`src/rtl/la_capture_writer.sv`:
```
// ---------------------------------------------------------------------------
// la_capture_writer
//
// Front end of the logic-analyser capture memory. The probed bus is sampled
// on every clock and run-length encoded into {repeat_count, data} lines that
// are written to the capture RAM. A capture is laid out in three parts:
//   * a circular pre-trigger ring at addresses 0..PRE_DEPTH-1,
//   * a linear post-trigger area at PRE_DEPTH..2**ADDR_W-2,
//   * one bookmark line at 2**ADDR_W-1 holding {wrapped, last_pre}.
// Every capture begins by zeroing the whole RAM, so ring lines that are
// never written read back as 0.
//
// Ports
//   clk            capture clock
//   rst_l          asynchronous reset, active low
//   arm            pulse that starts a capture (accepted in IDLE or DONE only)
//   data_in        probed bus, sampled every clock
//   trigger_match  level from the trigger matcher
//   mem_we         RAM write strobe, one line per cycle
//   mem_addr       RAM write address
//   mem_wdata      RAM write data {count, data}
//   busy           high while a capture is producing writes
//   done           high once the capture is complete, until the next arm
// ---------------------------------------------------------------------------
module la_capture_writer #(
  parameter int DATA_W    = 16,
  parameter int TS_W      = 8,
  parameter int ADDR_W    = 6,
  parameter int PRE_DEPTH = 8
) (
  input  logic                   clk,
  input  logic                   rst_l,
  input  logic                   arm,
  input  logic [DATA_W-1:0]      data_in,
  input  logic                   trigger_match,
  output logic                   mem_we,
  output logic [ADDR_W-1:0]      mem_addr,
  output logic [TS_W+DATA_W-1:0] mem_wdata,
  output logic                   busy,
  output logic                   done
);

  localparam int PTR_W = $clog2(PRE_DEPTH);
  localparam logic [TS_W-1:0]   CNT_MAX   = '1;
  localparam logic [ADDR_W-1:0] BOOK_ADDR = '1;
  localparam logic [ADDR_W-1:0] LAST_POST = BOOK_ADDR - 1'b1;
  localparam logic [ADDR_W-1:0] POST_BASE = ADDR_W'(PRE_DEPTH);
  localparam logic [PTR_W-1:0]  PTR_LAST  = PTR_W'(PRE_DEPTH - 1);

  typedef enum logic [2:0] {
    IDLE,
    CLEAR,
    PRE,
    POST,
    BOOKMARK,
    DONE
  } state_t;

  state_t                   state, state_next;
  logic [ADDR_W-1:0]        clr_addr;
  logic                     pre_first;
  logic [TS_W-1:0]          run_cnt;
  logic [DATA_W-1:0]        run_val;
  logic [PTR_W-1:0]         ring_ptr;
  logic                     wrapped;
  logic [PTR_W-1:0]         last_pre;
  logic [ADDR_W-1:0]        post_addr;

  logic                     run_break;
  logic                     wr_en;
  logic [ADDR_W-1:0]        wr_addr;
  logic [TS_W+DATA_W-1:0]   wr_data;

  // State register.
  always_ff @(posedge clk or negedge rst_l) begin
    if (!rst_l) begin
      state <= IDLE;
    end else begin
      state <= state_next;
    end
  end

  // Next state and the write this cycle will cause. A run is closed when
  // the sample differs from it or when the counter is already saturated,
  // so the count field never wraps.
  always_comb begin
    state_next = state;
    wr_en      = 1'b0;
    wr_addr    = clr_addr;
    wr_data    = '0;
    run_break  = (data_in != run_val) || (run_cnt == CNT_MAX);

    unique case (state)
      IDLE: begin
        if (arm) state_next = CLEAR;
      end
      CLEAR: begin
        wr_en   = 1'b1;
        wr_addr = clr_addr;
        if (clr_addr == BOOK_ADDR) state_next = PRE;
      end
      PRE: begin
        // The first PRE cycle only opens the run; a trigger there is ignored
        // so the ring is guaranteed to hold at least one line.
        if (!pre_first && (trigger_match || run_break)) begin
          wr_en   = 1'b1;
          wr_addr = ADDR_W'(ring_ptr);
          wr_data = {run_cnt, run_val};
          if (trigger_match) state_next = POST;
        end
      end
      POST: begin
        if (run_break) begin
          wr_en   = 1'b1;
          wr_addr = post_addr;
          wr_data = {run_cnt, run_val};
          if (post_addr == LAST_POST) state_next = BOOKMARK;
        end
      end
      BOOKMARK: begin
        wr_en      = 1'b1;
        wr_addr    = BOOK_ADDR;
        wr_data    = {TS_W'(wrapped), DATA_W'(last_pre)};
        state_next = DONE;
      end
      DONE: begin
        if (arm) state_next = CLEAR;
      end
      default: state_next = IDLE;
    endcase
  end

  // Datapath and registered outputs. busy/done are registered from the
  // current state so they line up with the write that state produced:
  // the bookmark line is still shown with busy high, and done only rises
  // once mem_we has dropped.
  always_ff @(posedge clk or negedge rst_l) begin
    if (!rst_l) begin
      mem_we    <= 1'b0;
      mem_addr  <= '0;
      mem_wdata <= '0;
      busy      <= 1'b0;
      done      <= 1'b0;
      clr_addr  <= '0;
      pre_first <= 1'b0;
      run_cnt   <= '0;
      run_val   <= '0;
      ring_ptr  <= '0;
      wrapped   <= 1'b0;
      last_pre  <= '0;
      post_addr <= '0;
    end else begin
      mem_we <= wr_en;
      if (wr_en) begin
        mem_addr  <= wr_addr;
        mem_wdata <= wr_data;
      end
      busy <= (state == CLEAR) || (state == PRE) ||
              (state == POST)  || (state == BOOKMARK);
      done <= (state == DONE);

      unique case (state)
        CLEAR: begin
          clr_addr  <= clr_addr + 1'b1;
          pre_first <= 1'b1;
          run_cnt   <= '0;
          run_val   <= '0;
          ring_ptr  <= '0;
          wrapped   <= 1'b0;
          last_pre  <= '0;
          post_addr <= POST_BASE;
        end
        PRE: begin
          if (pre_first) begin
            pre_first <= 1'b0;
            run_val   <= data_in;
            run_cnt   <= TS_W'(1);
          end else if (wr_en) begin
            run_val  <= data_in;
            run_cnt  <= TS_W'(1);
            ring_ptr <= ring_ptr + 1'b1;
            if (ring_ptr == PTR_LAST) wrapped <= 1'b1;
            if (trigger_match) last_pre <= ring_ptr;
          end else begin
            run_cnt <= run_cnt + 1'b1;
          end
        end
        POST: begin
          if (wr_en) begin
            run_val   <= data_in;
            run_cnt   <= TS_W'(1);
            post_addr <= post_addr + 1'b1;
          end else begin
            run_cnt <= run_cnt + 1'b1;
          end
        end
        default: begin
        end
      endcase
    end
  end

endmodule

```
`config.mk`:
```
export PLATFORM = sky130hd
export DESIGN_NAME = la_capture_writer
export DESIGN_NICKNAME = d
export VERILOG_FILES = /design/src/rtl/la_capture_writer.sv
export SDC_FILE = /design/constraint.sdc
export NUM_CORES = 1
export LEC_CHECK = 0
export CORE_ASPECT_RATIO = 0.5
export CORE_MARGIN = 3
export CORE_UTILIZATION = 59
export CTS_BUF_LIST = sky130_fd_sc_hd__clkbuf_4 sky130_fd_sc_hd__clkbuf_8 sky130_fd_sc_hd__clkbuf_16
export CTS_CLUSTER_SIZE = 8
export DETAILED_ROUTE_END_ITERATION = 6
export PLACE_DENSITY = 0.95
export REMOVE_ABC_BUFFERS = 1
export SYNTH_ARGS = -nofsm -noshare
export SYNTH_HDL_FRONTEND = slang
export SYNTH_SLANG_ARGS = --single-unit
```
`constraint.sdc`:
```
create_clock -name clk -period 4.8 [get_ports clk]
set_clock_uncertainty 0.15 [all_clocks]
set_input_delay 0.48 -clock clk [delete_from_list [all_inputs] [get_ports clk]]
set_output_delay 0.48 -clock clk [all_outputs]
set_load 0.01 [all_outputs]
```
==> impl_results.md <==
- Arrival time at the worst endpoint: 3.68 ns
- Placed cells: 476
- Finished Layout Cells: 492
- Total GRT Usage: 0.292
- Setup crit start kind: input port
- Worst Max-Slew Pin Slew: 0.979 ns
- Area grow syn2layout: 22.0%
- Filler cells: 393
- Comb power frac: 0.379
- Sink Count: 80
- CP Class: input port to register
- Dpl hpwl: 6840 um
- TritonCTS Buffers: 9
- Pre-CTS setup slack: 1.12 ns
- Post-synthesis compound-gate area fraction: 0.218
- # IOs: 53
- Skew-Pair Late Insertion Delay: 0.35 ns
- Fin crit share: 0.740
- CP Cell Sequence: clkdlybuf4s50_1 > xnor2_1 > nand4_1 > nor2_1 > a31oi_1 > nor2_2 > buf_4 > a22o_1
- Largest family of logic cells by synthesized area: compound AO/OA/AOI/OAI gates
- Fin worst setup slack: 1.25 ns
- Register area: 2000 um^2
- Max_cap viols: 0
- Post-Synthesis Cell Area: 3850 um^2
- # port buffers: 52
- Routed Antenna Nets: 0
- Largest net degree at the start of global routing: 81
- Global-route wire length before repair: 17,300 um
- Final setup violation count: 0
- Fin crit period: 3.55 ns
- Post-CTS Setup Bufs: 0
- Vias per inst: 6.57
- Peak Freq: 281 MHz
- CP Capture Type: register
- Layout cells sized above 1: 0.0842
- Slowest cell delay on critical path: 0.71 ns
- GP Congestion: 0.984
- Core area: 6210 um^2
- Primary FF master, synth: dfrtp_1
- Initial cell density of the core: 0.621
- Simple-Gate Fraction of Synth Area: 0.130
- Fin nets: 425
- Outcome: finished clean
- Total inserted antenna cells: 0
- DRT iter0 DRCs: 526
- DRC: 0
- Final hold viol count: 0
- Cell variety after synth: 54
- Post-Route WL: 10,700 um
- Register area share after synthesis: 0.519
- Seq pwr share: 0.395
- Root Driver: clkbuf_16
- CTS Hold Bufs: 0
- Die span in x: 120 um
- Crit path max fanout: 19
- Slowest CP cell: nor2_1
- Wire length per cell: 21.7 um
- Clk pwr share: 0.226
- Sw Share: 0.397
- Internal power: 1.77 mW
- Initial antenna violation count: 0
- HP Class: input port to asynchronous set/reset pin
- XOR/XNOR Fraction of Synth Area: 0.0568
- Area of the multi-input gates: 1710 um^2
- Leak pwr: 2.04 nW
- Post-Syn Area per Cell: 10.9 um^2
- Die area: 7600 um^2
- Resize count post-CTS: 0
- Worst-path clk slew: 0.07 ns
- Ys async rst share: 1.00
- Post-synth EDFFs: 0
- Die Span Y: 63.2 um
- Synth warn: 0
- Register bit total from synthesis: 80
- Core Util, Final: 0.758
- Fin. max-slew vios: 0
- CTS tree: built
- Worst vdd ir: 0.227 mV
- RSZ-0062 raised after global routing: false
- Number of global-route vias before repair: 3,260
- Total net switching power: 1.17 mW
- Post-Synth Adder-Cell Area: 0.0195
- Mux cell area share after synthesis: 0.0185
- TNS Setup: 0 ns
- Post-Syn Instances: 353
- WP data required: 4.93 ns
- Gr ovfl total: 0
- Drt pass-1 iters: 5
- Rows: 20
- Relative slew slack: 0.347
- CTS H-tree depth: 3
- Clk buf depth: 2
- Via count: 3,234
- PD cells: 625 nW/um^2
- Hold slack: 0.140 ns
[final timing paths]
kind                                    from       endpoint  slack, ns  depth (start not counted)
worst max-delay path             data_in[10]  mem_wdata[22]       1.25                          8
worst min-delay path                   rst_l   mem_wdata[6]       0.14                          1
worst max register to register   run_val[10]  mem_wdata[22]       1.41                          7
worst min register to register  mem_wdata[5]   mem_wdata[5]       0.36                          1
max in group asynchronous              rst_l   post_addr[5]       3.72                          1
min in group clk                mem_wdata[5]   mem_wdata[5]       0.36                          1
[registers in the layout, summed over array words and instances, names as in the netlist]
| name | cells |
|---|---|
| busy | 1 |
| clr_addr | 6 |
| done | 1 |
| last_pre | 3 |
| mem_addr | 6 |
| mem_wdata | 24 |
| mem_we | 1 |
| post_addr | 6 |
| pre_first | 1 |
| ring_ptr | 3 |
| run_cnt | 8 |
| run_val | 16 |
| state | 3 |
| wrapped | 1 |
[routing by layer]
layer	wire, um	part of all wire	GRT usage
met5	0	0	0
met4	408	0.038	0.137
met3	1010	0.095	0.0601
met2	4940	0.46	0.461
met1	4330	0.40	0.392
[cells in the final DEF, fill, tap and decap left out, types with 3 or more instances in the layout]
master           instances
or2_2                    3
nor2_1                  21
mux2i_1                  6
a22o_1                  41
ha_1                     6
o21ai_0                 10
a31oi_1                  7
nor3_1                   4
inv_6                    3
nor2b_1                  5
and3_1                   7
and2_1                   3
nand2b_1                 4
nand2_1                 25
nand3_1                  6
clkdlybuf4s50_1         51
inv_1                   11
a21oi_1                 12
a221o_1                  6
buf_4                    5
clkbuf_16                9
dfrtp_1                 80
nand4_1                  6
xnor2_1                 24
a211oi_1                 4
[critical path: cells and delay by family]
kind | cells | cell delay, ns
and+or+nand+nor | 3 | 1.51
AOI/OAI and AO/OA | 2 | 0.60
xor gates and xnor gates | 1 | 0.24
buffers and inverters | 2 | 0.84
[cells in the mapped netlist, drive strengths merged, types with 2 or more instances]
cell type  instances  area [um^2]
and2               3         18.8
nor3               4         20.0
and3               8         55.1
nor2b              5         31.3
nor2              22         82.6
a311oi             3         38.8
nand2             25         93.8
nand4              6         37.5
o21a               2         15.0
o211ai             2         15.0
o22ai              2         12.5
a2111oi            2         17.5
or2b               2         15.0
nand2b             4         25.0
o21ai             10         50.1
clkbuf            11         41.3
mux2i              6         60.1
a21oi             12         60.1
buf               10         58.8
a221o              6         60.1
nor4b              2         17.5
a22o              41          359
xnor2             24          210
dfrtp             80         2000
nand3              6         30.0
a31oi              7         43.8
a21o               2         15.0
ha                 6         75.1
o2bb2ai            2         17.5
or2                4         25.0
nor4               3         33.8
inv               12         45.0
o32ai              2         17.5
a211oi             4         30.0
[area by class of cell]
class,instances,share of cell area
clock buffer,10,0.0508
clock inverter,6,0.0106
inverter,12,0.00957
multi-input combinational,240,0.364
sequential,80,0.426
tap,88,0.0234
timing repair buffer,56,0.116
[logic make-up (layout without fill, tap and decap cells)]
| kind of cell | after synthesis | in the layout |
|---|---|---|
| buffers and inverters | 33 | 84 |
| muxes | 7 | 7 |
| DFF | 80 | 80 |
| and+or+nand+nor | 96 | 96 |
| xor gates and xnor gates | 25 | 25 |
| AOI/OAI and AO/OA | 106 | 106 |
| adders and majority gates | 6 | 6 |
[through the flow]
| stage | instance area (um^2) | total power, mW |
|---|---|---|
| after CTS | 4700 | 2.91 |
| after global placement | 4420 | 2.15 |
| final | 4700 | 2.94 |
| after floorplan | 3750 | 1.76 |
| after detailed placement | 4420 | 2.22 |
| after global routing | 4700 | 3.08 |
[power by group through the flow]
stage | logic [mW] | registers [mW] | clock network [mW]
5_1_grt | 1.21 | 1.18 | 0.695
6_report | 1.11 | 1.16 | 0.665
3_5_place_dp | 1.07 | 1.15 | 0
3_3_place_gp | 1.02 | 1.13 | 0
2_1_floorplan | 0.652 | 1.11 | 0
4_1_cts | 1.10 | 1.15 | 0.662
(Power assumes the default switching activity.)
==> patch 1: new RTL, same flow settings <==
Encoding of `state_t`: now one-hot (6 bits for 6 states).
--- a/src/rtl/la_capture_writer.sv
+++ b/src/rtl/la_capture_writer.sv
@@ -47,13 +47,13 @@
   localparam logic [ADDR_W-1:0] POST_BASE = ADDR_W'(PRE_DEPTH);
   localparam logic [PTR_W-1:0]  PTR_LAST  = PTR_W'(PRE_DEPTH - 1);
 
-  typedef enum logic [2:0] {
-    IDLE,
-    CLEAR,
-    PRE,
-    POST,
-    BOOKMARK,
-    DONE
+  typedef enum logic [5:0] {
+    IDLE     = 6'b000001,
+    CLEAR    = 6'b000010,
+    PRE      = 6'b000100,
+    POST     = 6'b001000,
+    BOOKMARK = 6'b010000,
+    DONE     = 6'b100000
   } state_t;
 
   state_t                   state, state_next;
Function: no difference found for any inputs over 10 cycles, from zero or initial values and one cycle with rst_l low; not proved beyond that.
==> patch 1 against the unedited design <==
Core utilization increased by 0.68 points. Power shrank 18%. Synthesized area increased by 0.81%. Non-clock buffer count shrank 2. Worst setup slack gained 0.23 ns. Count of clock-buffer cells in the layout unchanged. Cell area up 1.3%. Sequential cell count increased by 3. Cell count shrank 0.61%. Wire length shrank 12%.
==> patch 1: results (changes against the unedited design) <==
[outcome]
status=complete, no violations

[timing]
fin_hold_ws_ns=0.159  ; +0.0184 ns
max_slew.worst_pin.slew_ns=1.35  ; +0.370 ns

[clocking]
cts_root_buf=clkbuf_16
cts_made_buffers=9  ; unchanged
clock_path_buffers=2  ; unchanged
clock_latency_ns=0.35  ; about the same
cts-resized-gates=0  ; unchanged
htree_levels=3  ; unchanged
post_cts_buffers=0  ; unchanged
cts.clk_slew.worst_paths_ns=0.06

[yosys]
syn_inst=347  ; -1.7%
synth-adder-area-share_pct=1.93  ; -0.016 points
synth_flop_cell=dfrtp_1
synth_area_leaders=dfrtp_1, a22o_1, xnor2_1
synth_xor_area_share_pct=5.86  ; +0.18 points
async_flop_share_pct=100  ; unchanged
synth_compound_area_share_pct=22.0  ; +0.21 points
ys_seq_area_share_pct=53.5  ; +1.5 points
muxShareOfSynthArea_pct=1.64  ; -0.21 points
synthTopCellsByCount=dfrtp_1, a22o_1, nand2_1
synth_cell_types=48  ; -11%
yosys_warnings=0  ; unchanged

[setup_path]
cp.arrival_ns=3.46  ; -0.22 ns
reg2reg_depth=7  ; unchanged
reg2reg_to=run_val[4]
r2r_slack_ns=1.47  ; +0.06 ns
critPathMaxFanout=16  ; -3
r2r_start=run_cnt[0]

[detailed_routing]
drt_iter0_markers=365  ; -31%
vias=3133  ; -3.1%
drt_first_pass_iters=6  ; +1
wl_um=9410  ; -12%

[finish]
stdcell_count=489  ; -0.61%
reg_top3=mem_wdata x24, run_val x16, run_cnt x8
layout-drive-gt1-share_pct=7.23  ; -1.2 points
fillCellCount=355  ; -9.7%
layout.nets=422  ; -0.71%
diodes=0  ; unchanged

[placed_design]
io_buffers=52  ; unchanged
dpl_cell_area_um2=4440  ; +0.62%
hpwl_um=6000  ; -12%
dp.cells=473  ; -0.63%
gp_congestion=0.918  ; -6.7%

[global_routing]
gr-usage-met2_pct=43.1  ; -3.0 points
grtUsageMet1_pct=34.9  ; -4.3 points
grtUsageMet3_pct=7.26  ; +1.3 points
grt_pass1_wl_um=15800  ; -8.5%
grt_max_degree=84  ; +3.7%
grt_use_total_pct=26.6  ; -2.6 points
antenna_found_initial=0  ; unchanged
grt_busiest_layer=met2

[power_and_ir_drop]
switching_share_pct=33.1  ; -6.6 points
peakVddDrop_mv=0.213  ; -6.2%
leakagePower_nw=2.11  ; +3.4%

[worst_hold_path]
min_path_type=input pin to asynchronous set/reset pin

==> patch 1: kinds of logic (layout without fill, tap and decap cells) <==
group	after synthesis	after routing
compound gates	109	109
xor+xnor	26	26
fa+ha+maj	6	6
buf+inv	23	77
flops	83	83
mux	6	6
simple gates	94	94
==> patch 1: metrics by stage <==
stage | setup WS (ns) | power [mW] | util, %
final | 1.47 | 2.41 | 76.5
after global routing | 1.32 | 2.53 | 76.5
after CTS | 1.54 | 2.41 | 76.5
after detailed placement | 1.25 | 1.65 | 71.3
after global placement | 1.46 | 1.60 | 71.3
after floorplan | 1.88 | 1.37 | -
==> patch 1: layout make-up <==
| class | instances | area share (%) |
|---|---|---|
| timing repair buffer | 54 | 11.2 |
| inverter | 7 | 0.551 |
| multi-input combinational | 241 | 35.6 |
| clock inverter | 6 | 1.89 |
| clock buffer | 10 | 4.88 |
| tap | 88 | 2.31 |
| sequential | 83 | 43.6 |
==> patch 1: worst max path at each step <==
| stage | from | endpoint | slack (ns) | cells after the start |
|---|---|---|---|---|
| after floorplan | run_cnt[0] | mem_addr[1] | 1.88 | 8 |
| after CTS | run_cnt[0] | run_val[4] | 1.54 | 7 |
| after global routing | run_cnt[0] | run_val[10] | 1.32 | 7 |
| after detailed placement | data_in[0] | run_val[4] | 1.25 | 7 |
| after global placement | data_in[9] | run_val[12] | 1.46 | 7 |
| final | run_cnt[0] | run_val[4] | 1.47 | 7 |
==> patch 1: per-layer routing <==
metal  wire [um]  part of all wire, %
met5           0                    0
met4         180                  1.9
met3         634                  6.7
met2        4550                   48
met1        4040                   43
==> patch 1: power groups by stage <==
stage / logic [mW] / clock network (mW) / registers, mW
3_3_place_gp: 0.636 / 0 / 0.969
5_1_grt: 0.748 / 0.789 / 0.991
6_report: 0.688 / 0.750 / 0.975
3_5_place_dp: 0.668 / 0 / 0.979
4_1_cts: 0.685 / 0.753 / 0.971
2_1_floorplan: 0.390 / 0 / 0.976
==> patch 1: worst max-delay path: stages, from the launching register on <==
cell and delay (ns):
dfrtp_1 0.45, ha_1 0.25, and3_1 0.21, and3_4 0.20
a311oi_4 0.65, nand4_1 0.50, nand2_1 0.59, a22o_1 0.25
==> patch 2: new RTL, config.mk and constraints unchanged <==
Made on the original files. `ADDR_W`: 6 -> 5.
--- a/src/rtl/la_capture_writer.sv
+++ b/src/rtl/la_capture_writer.sv
@@ -25,7 +25,7 @@
 module la_capture_writer #(
   parameter int DATA_W    = 16,
   parameter int TS_W      = 8,
-  parameter int ADDR_W    = 6,
+  parameter int ADDR_W    = 5,
   parameter int PRE_DEPTH = 8
 ) (
   input  logic                   clk,
Ports: changed (resized mem_addr); port bits go from 53 to 52. The function was not compared with the original's and may differ.
==> patch 2 against the unedited design <==
Power fell by 6.3%. Worst hold slack lost 0.0090 ns. Wire length decreased by 15%. Cell area fell by 4.9%. Synthesized area decreased by 4.8%. Worst setup slack improved by 0.20 ns. Sequential cell count decreased by 3. Synthesized cell count decreased by 7.4%. Critical path type is now flip-flop to flip-flop.
==> patch 2: results (changes against the unedited design) <==
[outcome]
status=complete, no violations

[setup_path]
critPathMaxFanout=24  ; +5
cp.arrival_ns=3.43  ; -0.25 ns
critPathTopFamily=compound AO/OA/AOI/OAI gates
cpPeakStageDelay_ns=0.86  ; +0.15 ns
cp_slowest_cell=a311oi_2

[clocking]
cts_root_buf=clkbuf_16
cts_made_buffers=9  ; unchanged
clock_path_buffers=2  ; unchanged
htree_levels=3  ; unchanged
clock_latency_ns=0.34
cts-resized-gates=0  ; unchanged
post_cts_buffers=0  ; unchanged

[finish]
layout-drive-gt1-share_pct=8.99  ; +0.58 points
layout.nets=400  ; -5.9%
reg_top3=mem_wdata x24, run_val x16, run_cnt x8
fillCellCount=322  ; -18%

[yosys]
synth_cell_types=49  ; -9.3%
synth_area_leaders=dfrtp_1, a22o_1, xnor2_1
synthTopCellsByCount=dfrtp_1, a22o_1, nand2_1
async_flop_share_pct=100  ; unchanged
ys_seq_area_share_pct=52.5  ; +0.57 points

[timing]
max_slew.worst_pin.slew_ns=1.12  ; +0.137 ns
drv_slew=0  ; unchanged

[power_and_ir_drop]
peakVddDrop_mv=0.309  ; +36%
leakagePower_nw=2.02  ; -1.0%
power.switching_mw=1.10  ; -5.7%

[global_routing]
grt_use_total_pct=26.1  ; -3.1 points
grt_pass1_vias=2932  ; -10%
grt_pass1_wl_um=14800  ; -14%
grt_max_degree=78  ; -3.7%
antenna_found_initial=0  ; unchanged

[detailed_routing]
drt_first_pass_iters=5  ; unchanged
drt_iter0_markers=391  ; -26%
via_per_inst=6.35  ; -3.4%
wl_um=9130  ; -15%

[worst_hold_path]
min_path_type=input pin to asynchronous set/reset pin

[placed_design]
hpwl_um=5830  ; -15%
io_buffers=51  ; -1.9%
gp_congestion=0.880  ; -11%
post-place-ws_ns=1.28  ; +0.165 ns

## patch 2: cell count changes after synthesis, moves of 5 or more
cell	delta
nand2_1	+11
clkbuf_1	-7
o21ai_0	+7
a221o_1	-6
nor2_1	-6
a21o_1	+5
a21oi_1	-5
## patch 2: logic make-up (layout without fill, tap and decap cells)
family / Yosys count / after routing / synth area share [%]
AOI/OAI and AO/OA: 97 / 97 / 20.9
xor gates and xnor gates: 20 / 20 / 4.77
adders and majority gates: 7 / 7 / 2.39
buffers and inverters: 24 / 75 / 3.41
DFF: 77 / 77 / 52.5
muxes: 8 / 8 / 2.18
and+or+nand+nor: 94 / 94 / 13.9
## patch 2: layout make-up
| class | count | share of cell area (%) |
|---|---|---|
| sequential | 77 | 43.1 |
| timing repair buffer | 52 | 11.5 |
| multi-input combinational | 226 | 36.1 |
| clock buffer | 9 | 5.03 |
| inverter | 7 | 0.587 |
| clock inverter | 7 | 1.31 |
| tap | 84 | 2.35 |
## patch 2: routing by layer
layer | vias to the layer above | routed length (um) | share of wire, % | global-route usage [%]
met5 | - | 0 | 0 | 0
met4 | 0 | 214 | 2.3 | 11.0
met3 | 24 | 691 | 7.6 | 6.60
met2 | 148 | 4360 | 48 | 44.9
met1 | 1452 | 3860 | 42 | 33.2
li1 | 1309 | - | - | -
## patch 2: metrics by stage
step	power (mW)	cell area, um2	cells
2_1_floorplan	1.64	3570	310
3_3_place_gp	2.03	4190	446
3_5_place_dp	2.08	4190	446
4_1_cts	2.74	4480	462
5_1_grt	2.90	4480	462
6_report	2.75	4480	462
## patch 2: final timing paths
kind                          endpoint   startpoint  depth (start not counted)  slack (ns)
min                        clr_addr[2]        rst_l                          1        0.13
max                         run_cnt[0]   run_cnt[0]                          8        1.44
min in group clk           mem_addr[1]  mem_addr[1]                          2        0.34
min reg2reg                mem_addr[1]  mem_addr[1]                          2        0.34
max reg2reg                 run_cnt[0]   run_cnt[0]                          8        1.44
max in group asynchronous   run_val[2]        rst_l                          1        3.75
## patch 2: power by group through the flow
stage	clock network [mW]	registers, mW	logic [mW]
finish	0.640	1.05	1.06
CTS	0.641	1.04	1.06
global placement	0	1.03	0.992
detailed placement	0	1.05	1.03
global route	0.676	1.07	1.15
floorplan	0	1.03	0.605
